==> config.mk <==
export PLATFORM = sky130hd
export DESIGN_NAME = decoder_7_2
export DESIGN_NICKNAME = d
export VERILOG_FILES = /design/src/rtl/decoder_7_2_pkg.sv /design/src/rtl/decoder_7_2_fns_wsum3.sv /design/src/rtl/decoder_7_2.sv
export SDC_FILE = /design/constraint.sdc
export NUM_CORES = 1
export LEC_CHECK = 0
export ABC_AREA = 1
export BUFFER_PORTS_ARGS = -buffer_cell sky130_fd_sc_hd__buf_2
export CORE_UTILIZATION = 45
export CTS_BUF_LIST = sky130_fd_sc_hd__clkbuf_8 sky130_fd_sc_hd__clkbuf_16
export DETAILED_ROUTE_END_ITERATION = 7
export GPL_TIMING_DRIVEN = 0
export PLACE_DENSITY_LB_ADDON = 0.12
export SLEW_MARGIN = 20
export SYNTH_ARGS = -nofsm -noshare
export SYNTH_HDL_FRONTEND = slang
export SYNTH_SLANG_ARGS = --single-unit
export TNS_END_PERCENT = 30
==> constraint.sdc <==
create_clock -name i_clock -period 3.9 [get_ports i_clock]
set_clock_uncertainty 0.05 [all_clocks]
set_input_delay 0.78 -clock i_clock [delete_from_list [all_inputs] [get_ports i_clock]]
set_output_delay 0.78 -clock i_clock [all_outputs]
set_load 0.05 [all_outputs]
==> src/rtl/decoder_7_2_pkg.sv <==
// Shared widths for the 7-bit / 9-TSV CAC receive decoder.
// Latency: n/a (constants and a width helper only).
// Backpressure: n/a.
//
// Holds the BLEN/FNSLEN widths used by the coder/decoder pair and the
// helper that sizes the internal weighted-sum datapath.
package decoder_7_2_pkg;

    localparam int BLEN_07   = 7;   // decoded data width
    localparam int FNSLEN_08 = 8;   // width of one FNS weight
    localparam int CODEW_09  = 9;   // TSV codeword width (x+y)
    localparam int ERRCW_08  = 8;   // range-error counter width

    // Nine weights of at most FNS_W bits each sum to less than 2^(FNS_W+4),
    // so this width can never wrap regardless of the weight set loaded.
    function automatic int sum_width(input int data_w, input int fns_w);
        return ((data_w > fns_w) ? data_w : fns_w) + 4;
    endfunction

endpackage

==> src/rtl/decoder_7_2_fns_wsum3.sv <==
// Three-bit masked weighted sum, registered (one S1 slice of the decoder).
// Latency: 1 cycle from i_load to o_psum.
// Backpressure: holds o_psum whenever i_load is low.
//
// Ports:
//   i_clock, i_reset_n   clock, synchronous active-low reset
//   i_load               load enable (pipeline advance)
//   i_bits, i_mask       three code bits and their per-TSV enables
//   i_w0..i_w2           weights of the three bits
//   o_psum               registered partial sum
module decoder_7_2_fns_wsum3
    import decoder_7_2_pkg::*;
#(
    parameter int FNS_W = FNSLEN_08,
    parameter int SUM_W = sum_width(BLEN_07, FNSLEN_08)
) (
    input  logic             i_clock,
    input  logic             i_reset_n,
    input  logic             i_load,
    input  logic [2:0]       i_bits,
    input  logic [2:0]       i_mask,
    input  logic [FNS_W-1:0] i_w0,
    input  logic [FNS_W-1:0] i_w1,
    input  logic [FNS_W-1:0] i_w2,
    output logic [SUM_W-1:0] o_psum
);

    logic [2:0]       w_on;
    logic [SUM_W-1:0] w_psum;
    logic [SUM_W-1:0] r_psum;

    // A line contributes only when it carries a 1 and is not flagged faulty.
    assign w_on = i_bits & i_mask;

    always_comb begin
        w_psum = '0;
        if (w_on[0]) w_psum = w_psum + SUM_W'(i_w0);
        if (w_on[1]) w_psum = w_psum + SUM_W'(i_w1);
        if (w_on[2]) w_psum = w_psum + SUM_W'(i_w2);
    end

    always_ff @(posedge i_clock) begin
        if (!i_reset_n) begin
            r_psum <= '0;
        end else if (i_load) begin
            r_psum <= w_psum;
        end
    end

    assign o_psum = r_psum;

endmodule

==> src/rtl/decoder_7_2.sv <==
// Receive-side inverse of the 7-bit/9-TSV local-AFNS CAC coder.
// Latency: 2 cycles accept-to-out_valid, 1 word/cycle throughput.
// Backpressure: global stall; in_ready = !out_valid | out_ready, output held while stalled.
//
// Ports:
//   i_clock, i_reset_n          clock, synchronous active-low reset
//   i_in_valid / o_in_ready     input handshake for i_codein + i_en_flag
//   i_codein, i_en_flag         received TSV codeword and per-TSV enable mask
//   i_fns02..i_fns09            FNS weights of code bits 1..8 (quasi-static)
//   o_out_valid / i_out_ready   output handshake
//   o_dataout, o_range_err      decoded word and its out-of-range flag
//   o_err_cnt, i_err_clr        saturating count of delivered range errors, clear
module decoder_7_2
    import decoder_7_2_pkg::*;
#(
    parameter int DATA_W = BLEN_07,
    parameter int CODE_W = CODEW_09,
    parameter int FNS_W  = FNSLEN_08,
    parameter int ERRC_W = ERRCW_08
) (
    input  logic              i_clock,
    input  logic              i_reset_n,
    input  logic              i_in_valid,
    output logic              o_in_ready,
    input  logic [CODE_W-1:0] i_codein,
    input  logic [CODE_W-1:0] i_en_flag,
    input  logic [FNS_W-1:0]  i_fns02,
    input  logic [FNS_W-1:0]  i_fns03,
    input  logic [FNS_W-1:0]  i_fns04,
    input  logic [FNS_W-1:0]  i_fns05,
    input  logic [FNS_W-1:0]  i_fns06,
    input  logic [FNS_W-1:0]  i_fns07,
    input  logic [FNS_W-1:0]  i_fns08,
    input  logic [FNS_W-1:0]  i_fns09,
    output logic              o_out_valid,
    input  logic              i_out_ready,
    output logic [DATA_W-1:0] o_dataout,
    output logic              o_range_err,
    output logic [ERRC_W-1:0] o_err_cnt,
    input  logic              i_err_clr
);

    localparam int SUM_W = sum_width(DATA_W, FNS_W);
    localparam logic [FNS_W-1:0] W_BIT0 = FNS_W'(1);

    logic             w_adv;
    logic             w_accept;
    logic             w_fire_err;
    logic [SUM_W-1:0] w_p0;
    logic [SUM_W-1:0] w_p1;
    logic [SUM_W-1:0] w_p2;
    logic [SUM_W-1:0] w_sum;

    logic              r_s1_vld;
    logic              r_out_vld;
    logic [SUM_W-1:0]  r_sum;
    logic [ERRC_W-1:0] r_err_cnt;

    // Both stages move together; a bubble in S1 is carried, not squeezed.
    assign w_adv    = !r_out_vld || i_out_ready;
    assign w_accept = i_in_valid && w_adv;

    // S1: three registered partial sums. The weights are captured here, so a
    // word that has left S1 is unaffected by later FNS changes.
    decoder_7_2_fns_wsum3 #(.FNS_W(FNS_W), .SUM_W(SUM_W)) u_p0 (
        .i_clock   (i_clock),
        .i_reset_n (i_reset_n),
        .i_load    (w_adv),
        .i_bits    (i_codein[2:0]),
        .i_mask    (i_en_flag[2:0]),
        .i_w0      (W_BIT0),
        .i_w1      (i_fns02),
        .i_w2      (i_fns03),
        .o_psum    (w_p0)
    );

    decoder_7_2_fns_wsum3 #(.FNS_W(FNS_W), .SUM_W(SUM_W)) u_p1 (
        .i_clock   (i_clock),
        .i_reset_n (i_reset_n),
        .i_load    (w_adv),
        .i_bits    (i_codein[5:3]),
        .i_mask    (i_en_flag[5:3]),
        .i_w0      (i_fns04),
        .i_w1      (i_fns05),
        .i_w2      (i_fns06),
        .o_psum    (w_p1)
    );

    decoder_7_2_fns_wsum3 #(.FNS_W(FNS_W), .SUM_W(SUM_W)) u_p2 (
        .i_clock   (i_clock),
        .i_reset_n (i_reset_n),
        .i_load    (w_adv),
        .i_bits    (i_codein[8:6]),
        .i_mask    (i_en_flag[8:6]),
        .i_w0      (i_fns07),
        .i_w1      (i_fns08),
        .i_w2      (i_fns09),
        .o_psum    (w_p2)
    );

    assign w_sum = w_p0 + w_p1 + w_p2;

    // S2: final sum and output valid.
    always_ff @(posedge i_clock) begin
        if (!i_reset_n) begin
            r_s1_vld  <= 1'b0;
            r_out_vld <= 1'b0;
            r_sum     <= '0;
        end else if (w_adv) begin
            r_s1_vld  <= w_accept;
            r_out_vld <= r_s1_vld;
            r_sum     <= w_sum;
        end
    end

    // Any bit above the data field means the coder could not have produced it.
    assign o_dataout   = r_sum[DATA_W-1:0];
    assign o_range_err = |r_sum[SUM_W-1:DATA_W];
    assign o_out_valid = r_out_vld;
    assign o_in_ready  = w_adv;

    // Count only errored words actually handed to the sink.
    assign w_fire_err = r_out_vld && i_out_ready && o_range_err;

    always_ff @(posedge i_clock) begin
        if (!i_reset_n) begin
            r_err_cnt <= '0;
        end else if (i_err_clr) begin
            r_err_cnt <= '0;
        end else if (w_fire_err && (r_err_cnt != '1)) begin
            r_err_cnt <= r_err_cnt + ERRC_W'(1);
        end
    end

    assign o_err_cnt = r_err_cnt;

endmodule

### Word-level counts from Yosys, hierarchy flattened

Index checks and enable logic that the tools add are counted.

| operators by class | value |
|---|---|
| add/subtract/negate cells | 9 |
| equality and inequality tests | 1 |
| mux-type cells | 9 |
| bitwise operators | 4 |
| reduce and logical (&&, ||, !) cells | 8 |

Operators with widths:

| cell | number |
|---|---|
| $mux 12 | 6 |
| $add 12x8->12 | 3 |
| $add 12x12->12 | 2 |
| $add 8x8->9 | 2 |
| $mux 8 | 2 |
| $add 1x8->9 | 1 |
| $and 3x3->3 | 3 |
| $add 8x1->8 const B | 1 |
| $ne 8x8->1 const B | 1 |
| $reduce_or 5->1 | 1 |
| $logic_and 1x1->1 | 4 |
| $reduce_or 2->1 | 1 |
| $logic_not 1->1 | 1 |
| $logic_or 1x1->1 | 1 |
| $mux 1 | 1 |
| $not 1->1 | 1 |

| word-level totals | value |
|---|---|
| flip-flop bits (word level) | 58 |
| input port bits | 87 |
| output and inout port bits | 18 |
| logic and storage cells | 38 |

### Logic depth before layout (Yosys ltp)

| logic depth | value |
|---|---|
| depth after elaboration | 6 |
| mapped depth | 24 |
| gate-level depth less buffers | 24 |

### Hierarchy

From an unflattened synthesis, not the netlist that was laid out.

| second synthesis, totals | value |
|---|---|
| cell total of the unflattened synthesis | 913 |
| area total of the unflattened synthesis | 5823.1 sq um |

By module, submodules not included:

| module | times used | cells an instance | area an instance (sq um) | sequential area each (sq um) |
|---|---|---|---|---|
| decoder_7_2_fns_wsum3 (u_p0 ...) | 2 | 215 | 1312.5 | 200.2 |
| decoder_7_2 | 1 | 262 | 1850.5 | 440.4 |
| decoder_7_2_fns_wsum3 (u_p2) | 1 | 221 | 1347.5 | 200.2 |

### Least setup slack after synthesis

No wires, ideal clock.

| timing path | value |
|---|---|
| path kind | input to register |
| start point | input port i_codein[3] |
| end point | register u_p1.r_psum[7], in the netlist u_p1.o_psum[7] |
| library setup time | 70 ps |
| arrival | 3241 ps |
| data required time | 3780 ps |
| setup slack | 539 ps |
| cell stages on the path | 21 |
| path buffers | 0 |
| path through | nand2_4 -> nor2_1 -> ha_1 -> inv_1 -> fa_1 -> or2_1 -> nand3_2 -> nand4_2 -> nand3b_1 -> nand2_1 -> a21boi_0 -> ha_1 -> nand2_1 -> inv_1 -> nand3_1 -> nand3_1 -> nand2_1 -> nand2_1 -> o21ai_0 -> inv_1 -> a21oi_1 |

| on the way | value |
|---|---|
| cells in the longest elaborated chain, start to end | 6 |

RTL lines:

| what | line | text |
|---|---|---|
| from (decl) | decoder_7_2.sv:25 | `input logic [CODE_W-1:0] i_codein,` |
| $and 3x3->3 * | decoder_7_2_fns_wsum3.sv:33 | `assign w_on = i_bits & i_mask;` |
| $mux 8 * | decoder_7_2_fns_wsum3.sv:37 | `if (w_on[0]) w_psum = w_psum + SUM_W'(i_w0);` |
| $add 8x8->9 | decoder_7_2_fns_wsum3.sv:38 | `if (w_on[1]) w_psum = w_psum + SUM_W'(i_w1);` |
| $mux 12 * | decoder_7_2_fns_wsum3.sv:38 |  |
| $add 12x8->12 | decoder_7_2_fns_wsum3.sv:39 | `if (w_on[2]) w_psum = w_psum + SUM_W'(i_w2);` |
| $mux 12 * | decoder_7_2_fns_wsum3.sv:39 |  |
| to (signal assigned) | decoder_7_2_fns_wsum3.sv:46 | `r_psum <= w_psum;` |
| to (decl) | decoder_7_2_fns_wsum3.sv:30 | `logic [SUM_W-1:0] r_psum;` |

Every way passes the cells marked *; elsewhere a longest branch is shown, timed or not.
A chain may end at the register's enable or synchronous reset.

### Worst setup path in the final report

| timing path | value |
|---|---|
| start point | input port i_codein[6] |
| end point | register u_p2.r_psum[5], in the netlist u_p2.o_psum[5] |

| on the way | value |
|---|---|
| cells in the longest elaborated chain, start to end | 6 |

RTL lines:

| what | line |
|---|---|
| $and 3x3->3 * | decoder_7_2_fns_wsum3.sv:33 |
| $mux 8 * | decoder_7_2_fns_wsum3.sv:37 |
| $add 8x8->9 | decoder_7_2_fns_wsum3.sv:38 |
| $mux 12 * | decoder_7_2_fns_wsum3.sv:38 |
| $add 12x8->12 | decoder_7_2_fns_wsum3.sv:39 |
| $mux 12 * | decoder_7_2_fns_wsum3.sv:39 |
| to (signal assigned) | decoder_7_2_fns_wsum3.sv:46 |
| to (decl) | decoder_7_2_fns_wsum3.sv:30 |

Marks and branches as above.

==> results.cfg <==
[critical_path]
path_class = input pin to flop
cp_max_fo = 9
cp_cell_sequence = buf_2, nand2_4, nor2_1, ha_1, inv_1, fa_1, xor2_1, o21ai_0, ha_1, a21oi_1, nand2_1, nand2_1, nand2_1, nand2_1, nand2_1, nand2_1, nand3_1, o211ai_1, inv_1, o21ai_1, inv_1
critPathArrivalTime_ps = 3670
worst_r2r_endpoint = r_sum[9]
cp-startpoint = i_codein[6]
worstReg2RegStart = u_p2.o_psum[0]
r2r_slack_ps = 1280
cpPeakStageDelay_ps = 400
cp-endpoint = u_p2.o_psum[5]
cp_slowest_cell = fa_1
critPathRequiredTime_ps = 4040
end_kind = flop
critPathMostFrequentCell = nand2_1
r2r_cells = 18
startpoint_type = input pin

[detailed_routing]
first_iter_violations = 276
viasPerCell = 5.17
drc = 0
dr.pass1.iters = 6
postRouteAntennaNets = 0
routedWlPerCell_um = 12.9
drt-total-wl_um = 13300
vias = 5365

[sta]
finalHoldViolCount = 0
fin_tns_setup_ps = 0
post-route-min-period_ps = 3530
rsz0062_at_grt = no
period_share_pct = 90.5
setup_violations = 0
worst_pin_slew_ps = 623
timing.fmax_mhz = 283
slew_headroom_pct = 58.4
drv_slew = 0

[synthesis]
yosys_warnings = 0
synth_cell_types = 43
syn_area_mm2 = 0.00518
seq_area_frac_synth_pct = 20.1
synthArstFlopShare_pct = 0
yosys_register_bits = 52
synth_edf_count = 0
postSynthCellCount = 785
syn_nets = 938
ys.flop_type = dfxtp_1
synth.avg_cell_area_um2 = 6.60

[outcome]
status = finished clean

[cts]
post_cts_buffers = 0
cts.sinks = 52
tritoncts = yes
path_clk_slew_ps = 70
cts.path.max_buffers = 2
cts_buffers = 5
clockRootBuffer = clkbuf_16
htreeDepth = 2
clk_latency_ps = 290

[layout]
fill_cells = 1117
finalInstanceArea_mm2 = 0.00604
drive_above_1_share_pct = 15.6
num_antenna_cells = 0
multiInputGateArea_mm2 = 0.00355
syn_to_final_growth_pct = 16.7
fin_nets = 1049
final_common_cell = nand2_1
regArea_mm2 = 0.00104
final_cell_mix = 176 x nand2_1, 123 x inv_1, 107 x buf_2

[grt]
grt_pass1_vias = 5079
grt_first_pass_wirelength_um = 22600
use_met1_pct = 31.5
grt_use_total_pct = 23.7
antenna_found_initial = 0
grt.busiest_layer = met2
use_met2_pct = 41.0
grt_max_degree = 17
met3_usage_pct = 2.45
grt.overflow.total = 0

[hold_path]
hold_start = r_s1_vld
min_path_type = flop to flop

[floorplanning]
die_h_um = 109
core_mm2 = 0.0110
start_util_pct = 46.9
dieArea_mm2 = 0.0119
die_w_um = 109
ios = 105
rows = 38

[pwr]
ir_worst_vdd_uv = 266
p_leak_nw = 3.35
power_density_mw_per_mm2 = 294

[place]
portBuffers = 104
post_dp_cell_area_mm2 = 0.00587
hpwl_um = 11000
routabilityCongestion = 0.879

[job]
drv_cap = 0
-- per-layer routing --
layer  up-vias  wire (um)
met5         -          0
met4         0        163
met3        11        509
met2       104       6360
met1      2437       6310
li1       2813          -
-- where the power goes --
part / internal [mW] / leakage [nW] / switching, mW / total, mW
combinational: 0.252 / 2.84 / 0.416 / 0.668
clock: 0.302 / 0.0798 / 0.198 / 0.500
sequential: 0.578 / 0.427 / 0.0327 / 0.610
-- worst min-delay path by stage --
stage	endpoint	slack (ps)	cells after the start
3_5_place_dp	r_s1_vld	400	2
5_1_grt	r_sum[10]	430	2
2_1_floorplan	r_s1_vld	380	2
4_1_cts	r_s1_vld	410	2
6_report	r_s1_vld	410	2
3_3_place_gp	r_s1_vld	390	2
-- cell type report --
class                   count  area share (%)
flip-flops and latches     52            17.2
repair buffers            104            8.61
well taps                 140            2.90
inverters                 126            7.85
clock inverters             3           0.704
clock buffers               5            2.07
multi-input cells         585            58.8
plain buffers              22            1.86
-- worst max-delay path: cells and delay by family --
kind	cells	cell delay, ps
fa+ha+maj	3	960
buf+inv	4	290
xor+xnor	1	170
simple gates	9	760
compound gates	4	700
-- registers in the layout, summed over array words and instances, names as in the netlist --
register,flops
u_p1.o_psum,10
r_sum,12
o_out_valid,1
u_p0.o_psum,10
u_p2.o_psum,10
r_s1_vld,1
o_err_cnt,8
-- cell families (layout without fill, tap and decap cells) --
group | after synthesis | in the layout | synth area share, %
and+or+nand+nor | 323 | 323 | 27.5
AOI/OAI and AO/OA | 176 | 176 | 19.4
buffers and inverters | 148 | 260 | 11.3
adders and majority gates | 66 | 66 | 18.3
DFF | 52 | 52 | 20.1
xor gates and xnor gates | 20 | 20 | 3.38
-- synthesized netlist by cell type (11+ instances only) --
library cell / n / area, um^2
fa_1: 16 / 320
clkbuf_1: 11 / 41.3
ha_1: 50 / 626
nand2_1: 176 / 661
nand4_1: 14 / 87.6
o21ai_0: 62 / 310
xor2_1: 13 / 114
a21oi_1: 69 / 345
inv_1: 123 / 462
dfxtp_1: 52 / 1040
o21bai_1: 14 / 105
nand3_1: 63 / 315
nor2_1: 47 / 176
-- per-stage QoR --
step                      instances  utilization [%]  hold WS [ps]  power [mW]  setup slack [ps]
final                          1037             54.8           406        1.78               369
after global routing           1037             54.8           433        1.91              22.8
after CTS                      1037             54.8           406        1.79               386
after global placement         1029             53.2           391        1.28               163
after floorplan                 785                -           380        1.11               539
after detailed placement       1029             53.2           396        1.29               100
-- what timing repair did --
action                     CTS  global route
hold buffers                 0             0
gates resized for setup      0             3
setup endpoints to repair    0             1
(Power assumes the default switching activity.)
